$ cat src/rtl/mem_scheduler.sv
`default_nettype none
// =============================================================================
// Module      : mem_scheduler
// Description : Three-requester round-robin scheduler with a single outstanding
//               downstream transaction and a response timeout.
// Revision    : 1.0 - initial release
// =============================================================================
module mem_scheduler #(
    parameter int TIMEOUT = 255
) (
    input  logic        clock,
    input  logic        reset,
    input  logic [2:0]  s_valid,
    input  logic [95:0] s_addr,
    input  logic [95:0] s_wdata,
    input  logic [11:0] s_wstrb,
    output logic [2:0]  s_ready,
    output logic [31:0] s_rdata,
    output logic        s_error,
    output logic        m_valid,
    output logic [31:0] m_addr,
    output logic [31:0] m_wdata,
    output logic [3:0]  m_wstrb,
    input  logic        m_ready,
    input  logic [31:0] m_rdata,
    input  logic        m_error
);

    localparam logic [7:0] C_TIMEOUT = 8'(TIMEOUT);

    typedef enum logic [0:0] {
        IDLE = 1'b0,
        BUSY = 1'b1
    } state_t;

    state_t      r_state;
    state_t      w_state_nxt;
    logic [1:0]  r_owner;
    logic [1:0]  r_last;
    logic [7:0]  r_cnt;
    logic [2:0]  r_pend;
    logic [31:0] r_addr  [3];
    logic [31:0] r_wdata [3];
    logic [3:0]  r_wstrb [3];

    logic        r_m_valid;
    logic [31:0] r_m_addr;
    logic [31:0] r_m_wdata;
    logic [3:0]  r_m_wstrb;

    logic        w_busy;
    logic        w_timeout;
    logic        w_resp;
    logic        w_arb_en;
    logic [2:0]  w_resp_mask;
    logic [2:0]  w_elig;
    logic [1:0]  w_start;
    logic [2:0]  w_sum;
    logic        w_grant;
    logic [1:0]  w_gidx;
    logic [31:0] w_sel_addr;
    logic [31:0] w_sel_wdata;
    logic [3:0]  w_sel_wstrb;

    assign w_busy      = (r_state == BUSY);
    assign w_timeout   = w_busy && !m_ready && (r_cnt == C_TIMEOUT);
    assign w_resp      = !reset && w_busy && (m_ready || w_timeout);
    // The response cycle doubles as an arbitration cycle so back-to-back
    // transactions lose no bubble.
    assign w_arb_en    = !reset && (!w_busy || w_resp);
    assign w_resp_mask = w_resp ? (3'b001 << r_owner) : 3'b000;
    // The owner's re-request in its own response cycle only becomes pending.
    assign w_elig      = r_pend | (s_valid & ~w_resp_mask);

    always_comb begin
        w_start = (r_last == 2'd2) ? 2'd0 : r_last + 2'd1;
        w_sum   = 3'd0;
        w_grant = 1'b0;
        w_gidx  = 2'd0;
        for (int k = 2; k >= 0; k--) begin
            w_sum = {1'b0, w_start} + 3'(k);
            if (w_sum >= 3'd3) begin
                w_sum = w_sum - 3'd3;
            end
            if (w_arb_en && w_elig[w_sum[1:0]]) begin
                w_grant = 1'b1;
                w_gidx  = w_sum[1:0];
            end
        end
    end

    assign w_sel_addr  = r_pend[w_gidx] ? r_addr[w_gidx]  : s_addr[{w_gidx, 5'b0} +: 32];
    assign w_sel_wdata = r_pend[w_gidx] ? r_wdata[w_gidx] : s_wdata[{w_gidx, 5'b0} +: 32];
    assign w_sel_wstrb = r_pend[w_gidx] ? r_wstrb[w_gidx] : s_wstrb[{w_gidx, 2'b0} +: 4];

    always_ff @(posedge clock) begin
        if (reset) begin
            r_state <= IDLE;
        end else begin
            r_state <= w_state_nxt;
        end
    end

    always_comb begin
        w_state_nxt = r_state;
        s_ready     = 3'b000;
        s_rdata     = 32'd0;
        s_error     = 1'b0;
        case (r_state)
            IDLE: begin
                if (w_grant) begin
                    w_state_nxt = BUSY;
                end
            end
            BUSY: begin
                if (w_resp) begin
                    s_ready     = w_resp_mask;
                    s_rdata     = m_ready ? m_rdata : 32'd0;
                    s_error     = m_ready ? m_error : 1'b1;
                    w_state_nxt = w_grant ? BUSY : IDLE;
                end
            end
            default: w_state_nxt = IDLE;
        endcase
    end

    always_ff @(posedge clock) begin
        if (reset) begin
            r_pend    <= 3'b000;
            r_cnt     <= 8'd0;
            r_last    <= 2'd2;
            r_owner   <= 2'd0;
            r_m_valid <= 1'b0;
            r_m_addr  <= 32'd0;
            r_m_wdata <= 32'd0;
            r_m_wstrb <= 4'd0;
        end else begin
            r_m_valid <= w_grant;
            r_m_addr  <= w_grant ? w_sel_addr  : 32'd0;
            r_m_wdata <= w_grant ? w_sel_wdata : 32'd0;
            r_m_wstrb <= w_grant ? w_sel_wstrb : 4'd0;
            if (w_grant) begin
                r_last  <= w_gidx;
                r_owner <= w_gidx;
                r_cnt   <= 8'd1;
            end else if (w_resp) begin
                r_cnt   <= 8'd0;
            end else if (w_busy) begin
                r_cnt   <= r_cnt + 8'd1;
            end
            for (int i = 0; i < 3; i++) begin
                if (w_grant && (w_gidx == 2'(i))) begin
                    r_pend[i] <= 1'b0;
                end else if (s_valid[i]) begin
                    r_pend[i] <= 1'b1;
                end
            end
        end
    end

    // A set pending flag protects the original request from being overwritten.
    always_ff @(posedge clock) begin
        for (int i = 0; i < 3; i++) begin
            if (s_valid[i] && !r_pend[i] && !(w_grant && (w_gidx == 2'(i)))) begin
                r_addr[i]  <= s_addr[32*i +: 32];
                r_wdata[i] <= s_wdata[32*i +: 32];
                r_wstrb[i] <= s_wstrb[4*i +: 4];
            end
        end
    end

    assign m_valid = r_m_valid && !reset;
    assign m_addr  = reset ? 32'd0 : r_m_addr;
    assign m_wdata = reset ? 32'd0 : r_m_wdata;
    assign m_wstrb = reset ? 4'd0  : r_m_wstrb;

endmodule
`default_nettype wire
$ cat config.mk
export PLATFORM = sky130hd
export DESIGN_NAME = mem_scheduler
export DESIGN_NICKNAME = d
export VERILOG_FILES = /design/src/rtl/mem_scheduler.sv
export SDC_FILE = /design/constraint.sdc
export NUM_CORES = 1
export LEC_CHECK = 0
export BUFFER_PORTS_ARGS = -buffer_cell sky130_fd_sc_hd__buf_2
export CORE_UTILIZATION = 35
export DETAILED_ROUTE_END_ITERATION = 10
export PLACE_DENSITY = 0.62
export SLEW_MARGIN = 20
export SYNTH_ARGS = -nofsm -noshare
export SYNTH_HDL_FRONTEND = slang
export SYNTH_SLANG_ARGS = --single-unit
$ cat constraint.sdc
create_clock -name clock -period 9.05 [get_ports clock]
set_clock_uncertainty 0.2 [all_clocks]
set_input_delay 0.4525 -clock clock [delete_from_list [all_inputs] [get_ports clock]]
set_output_delay 0.4525 -clock clock [all_outputs]
set_load 0.1 [all_outputs]
### After elaboration in Yosys (flattened, before gate mapping)

Memories as Yosys holds them, arrays and structs flattened.
Cells that the tools add are included.

* flip-flop bits (word level): 85
* RAM bits: 204
* bits of input ports: 243
* memories: 3

* add/subtract/negate cells: 7
* magnitude comparators: 7
* equal/unequal tests: 4
* shift-type cells: 4
* muxes and demuxes: 45
* bitwise operators: 5
* reductions and logical operators: 36

Memory list
* r_addr: depth 3, width 32, read ports 1, clocked after Yosys merged registers in 0, wr ports 3, line 42 `logic [31:0] r_addr [3];`
* r_wdata: depth 3, width 32, read ports 1, clocked after Yosys merged registers in 0, wr ports 3, line 43 `logic [31:0] r_wdata [3];`
* r_wstrb: depth 3, width 4, read ports 1, clocked after Yosys merged registers in 0, wr ports 3, line 44 `logic [3:0] r_wstrb [3];`

Operators by type and width (count)
* $mux 32: 7
* $shiftx 96x8->32: 2
* $mux 1: 21
* $logic_and 1x1->1: 18
* $mux 2: 7
* $lt 2x3->1 const B: 4
* $shiftx 12x5->4: 1
* $logic_not 1->1: 9
* $mux 3: 3
* $add 8x1->8 const B: 1
* $bmux 1 s2: 4
* $eq 8x8->1 const B: 1
* $mux 4: 2
* $reduce_or 2->1: 4
* $ge 3x2->1 const B: 2
* $sub 2x2->2 const B: 3
* $eq 2x2->1 const B: 2
* $add 2x1->3 const B: 1
* $add 2x2->3 const B: 1
* $and 3x3->3: 1
* $not 3->3: 1
* $or 3x3->3: 1
* $reduce_bool 3->1: 1
* $reduce_or 3->1: 1
* other kinds (8): 10

### Depth between registers and ports, before layout

* word-level depth: 21
* gate-level depth with buffers: 12
* mapped depth without buffers: 8

### Least setup slack after synthesis

OpenSTA, ideal clock, no wires.

* path kind: flip-flop to flip-flop
* from: reg r_cnt[0]
* to: mem r_addr[0][0] (enable)
* setup time: 0.591 ns
* data arrival time: 6.976 ns
* setup slack: 1.283 ns
* cell stages (with the launch flop): 10
* buffers on the path: 1
* cells stage by stage: dfxtp_1 > ha_1 > nand3_1 > o21a_1 > or2_1 > buf_2 > a211o_1 > o31ai_4 > and3b_1 > nor3b_1

RTL lines
* start, declared: line 40 `logic [7:0] r_cnt;`
* start signal, assigned: line 149 `r_cnt <= r_cnt + 8'd1;`
* end, declared: line 42

==> flow_summary_export.csv <==
group,metric,value,unit
outcome,status,"completed",
power,internal-power,0.00251,W
synthesis,synth_top_flop_cell,"edfxtp_1",
timing,rsz0062_at_grt,"false",
timing,hold_viol,0,
setup_path,max_stage_delay,0.66,ns
synthesis,post-synth-top-count-cell,"edfxtp_1",
routing,route.met2.wl,17300,um
cells_and_area,multi_input_area,4390,um^2
cells_and_area,final_cell_count_no_fill,2032,
synthesis,synth-edff-count,204,
timing,setup_tns,0,ns
setup_path,crit_required,9.06,ns
synthesis,ys_ff_latch,288,
power,p_leak,7.99,nW
routing,drc,0,
floorplan,die_area,36500,um^2
clock_network,ctsHtreeMaxLevel,1,
placed_design,place_hpwl,21400,um
placed_design,place_inst,1769,
synthesis,yosysTopAreaCell,"edfxtp_1",
floorplan,pin_count,348,
clock_network,postCtsHoldBufs,204,
power,pwr-share-clk,34.6,%
synthesis,yosysWarnings,0,
cells_and_area,area_growth,41.2,%
synthesis,synthTopCellsByArea,"edfxtp_1, dfxtp_1, mux2i_1, a21oi_1, a22o_1",
setup_path,worstPathArrival,4.39,ns
setup_path,cp_cell_sequence,"ha_1 > nand3_1 > o21a_1 > o31a_1 > o221ai_4 > buf_4 > and3b_4 > buf_4",
clock_network,clock_sinks,288,
floorplan,rows,68,
cells_and_area,drive_gt1_share,26.7,%
power,p_comb_share,21.0,%
synthesis,synth.yosys.seq_area_share,62.4,%
timing,min_period,4.37,ns
placed_design,pre_cts_slack,4.49,ns
setup_path,slowest_stage,"o221ai_4",
worst_hold_path,min_path_type,"in2reg",
power,p_per_area,201,nW/um^2
synthesis,postSynthCellCount,1029,
floorplan,die_h,191,um
timing,max-slew-margin-rel,32.7,%
timing,layout_setup_ws,4.68,ns
routing,viasPerCell,4.87,
cells_and_area,nNetsFinal,1795,
cells_and_area,num-fill-cells,3094,
synthesis,synth_nets,1273,
clock_network,cts_tree,"yes",
timing,hold-worst-slack,0.0895,ns
power,peakVddDrop,0.167,mV
clock_network,post-cts-setup-buffers,0,
job,drv_cap,0,
power,power.share.sequential,44.4,%
clock_network,insertion_delay,0.58,ns
global_routing,grt_pass1_wl,53900,um
routing,first_iter_violations,470,
setup_path,start_kind,"flip-flop",
routing,wl_met1,15500,um
global_routing,grt_max_degree,103,
setup_path,cp_max_fo,51,
synthesis,syn_area_per_cell,12.2,um^2
global_routing,antenna_found_initial,0,
setup_path,cp_common_cell,"buf_4",
synthesis,async_flop_share,0,%
synthesis,synth_area,12500,um^2
timing,fmax,229,MHz
global_routing,grt_usage,18.8,%
timing,setup_violations,0,
timing,slew_viol_final,0,
clock_network,cts_resized,0,
placed_design,io_buffers,347,
placed_design,gp_congestion,0.772,
setup_path,crit_path_end_kind,"flip-flop",
routing,met3WireLength,1930,um
global_routing,overflow,0,
routing,final_antenna_net_count,0,
routing,firstDrtPassIters,6,
floorplan,die_w,191,um
routing,vias,9888,
cells_and_area,seq_area,7810,um^2
clock_network,clk_pin_slew_worst_paths,0.06,ns
clock_network,clockBufferDepth,3,
routing,dr.max_layer_used,"met4",
synthesis,yosys-top-cells-count,"edfxtp_1, nor2_1, a21oi_1",
synthesis,yosys.cell_types.count,48,
setup_path,crit_buf_inv,2,
timing,finalCritPeriodShare,48.3,%
power,p_switching,0.00104,W
routing,finalWirelength,35700,um
synthesis,synth.top_cell.area_share,49.0,%
floorplan,initial_core_util,35.8,%
global_routing,grt_pass1_vias,10013,
timing,worstMarginPinSlew,1.01,ns
clock_network,numCtsBuffers,31,
cells_and_area,fin_util,50.6,%
power,p_sw_share,29.4,%
routing,wl_per_cell,17.6,um
floorplan,core_area,34900,um^2
setup_path,path_class,"reg2reg",
clock_network,clockRootBuffer,"clkbuf_16",
setup_path,critical-path-top-delay-family,"compound AO/OA/AOI/OAI gates",
## area by class of cell
cell class	instances	share of cell area (%)
diodes	1	0.0142
clock buffers	46	5.00
clock inverters	12	0.631
inverters	6	0.128
multi-input cells	661	24.9
flip-flops and latches	288	44.2
well taps	455	3.22
repair buffers	563	21.9
## registers in the layout (all words and copies together) (netlist names)
name	count
r_cnt	8
r_state	1
r_owner	2
r_m_wstrb	4
r_m_valid	1
r_addr	96
r_wstrb	12
r_last	1
r_m_addr	32
r_pend	3
r_wdata	96
r_m_wdata	32
## through the flow
stage	total power [W]	instance area, um^2
global placement	0.00226	14600
floorplan	0.00210	12500
global route	0.00369	17700
detailed placement	0.00227	14600
CTS	0.00358	17700
finish	0.00355	17700
## worst min-delay path: stages
cell and delay, ns:
buf_2 0.11, nor2_1 0.08, nor3b_1 0.16
## cells in the final DEF (no fill, tap or decap), drive strengths merged, types with 3 or more instances in the layout
cell type	n
buf	359
dlygate4sd3	204
edfxtp	204
nor2	154
a21oi	140
mux2i	138
dfxtp	84
nor2b	71
a22o	68
clkbuf	46
and2	33
inv	8
clkinv	8
nand2	5
xor2	5
o21ai	4
and3b	4
nand2b	3
nand3	3
or2	3
nand4	3
## layer usage
layer | track usage [%] | vias up
met5 | 0 | -
met4 | 5.72 | 0
met1 | 24.3 | 4683
met3 | 2.83 | 57
li1 | - | 4798
met2 | 32.2 | 350
## cells by family after synthesis
kind of cell / share of synthesized area, %
compound gates: 11.3
xor+xnor: 0.420
fa+ha+maj: 0.100
buf+inv: 2.84
flops: 62.4
mux: 11.2
simple gates: 11.6
## path summary, 6_finish.rpt
| path | startpoint | end | slack (ns) | cells past startpoint |
|---|---|---|---|---|
| max | r_cnt[0]$_SDFFE_PP0P_ | r_addr[2][14]$_DFFE_PP_ | 4.68 | 8 |
| min | s_valid[1] | r_pend[1]$_SDFFE_PP0P_ | 0.09 | 3 |
| max reg2reg | r_cnt[0]$_SDFFE_PP0P_ | r_addr[2][14]$_DFFE_PP_ | 4.68 | 8 |
| min reg2reg | r_cnt[1]$_SDFFE_PP0P_ | r_cnt[1]$_SDFFE_PP0P_ | 0.33 | 2 |
## power groups by stage
stage          combinational [W]  clock, W  sequential (W)
5_1_grt                 0.000792   0.00131         0.00158
6_report                0.000745   0.00123         0.00157
3_3_place_gp            0.000668         0         0.00160
2_1_floorplan           0.000501         0         0.00160
4_1_cts                 0.000744   0.00126         0.00157
3_5_place_dp            0.000673         0         0.00160
Note: power is estimated with default switching activity, not from simulation.
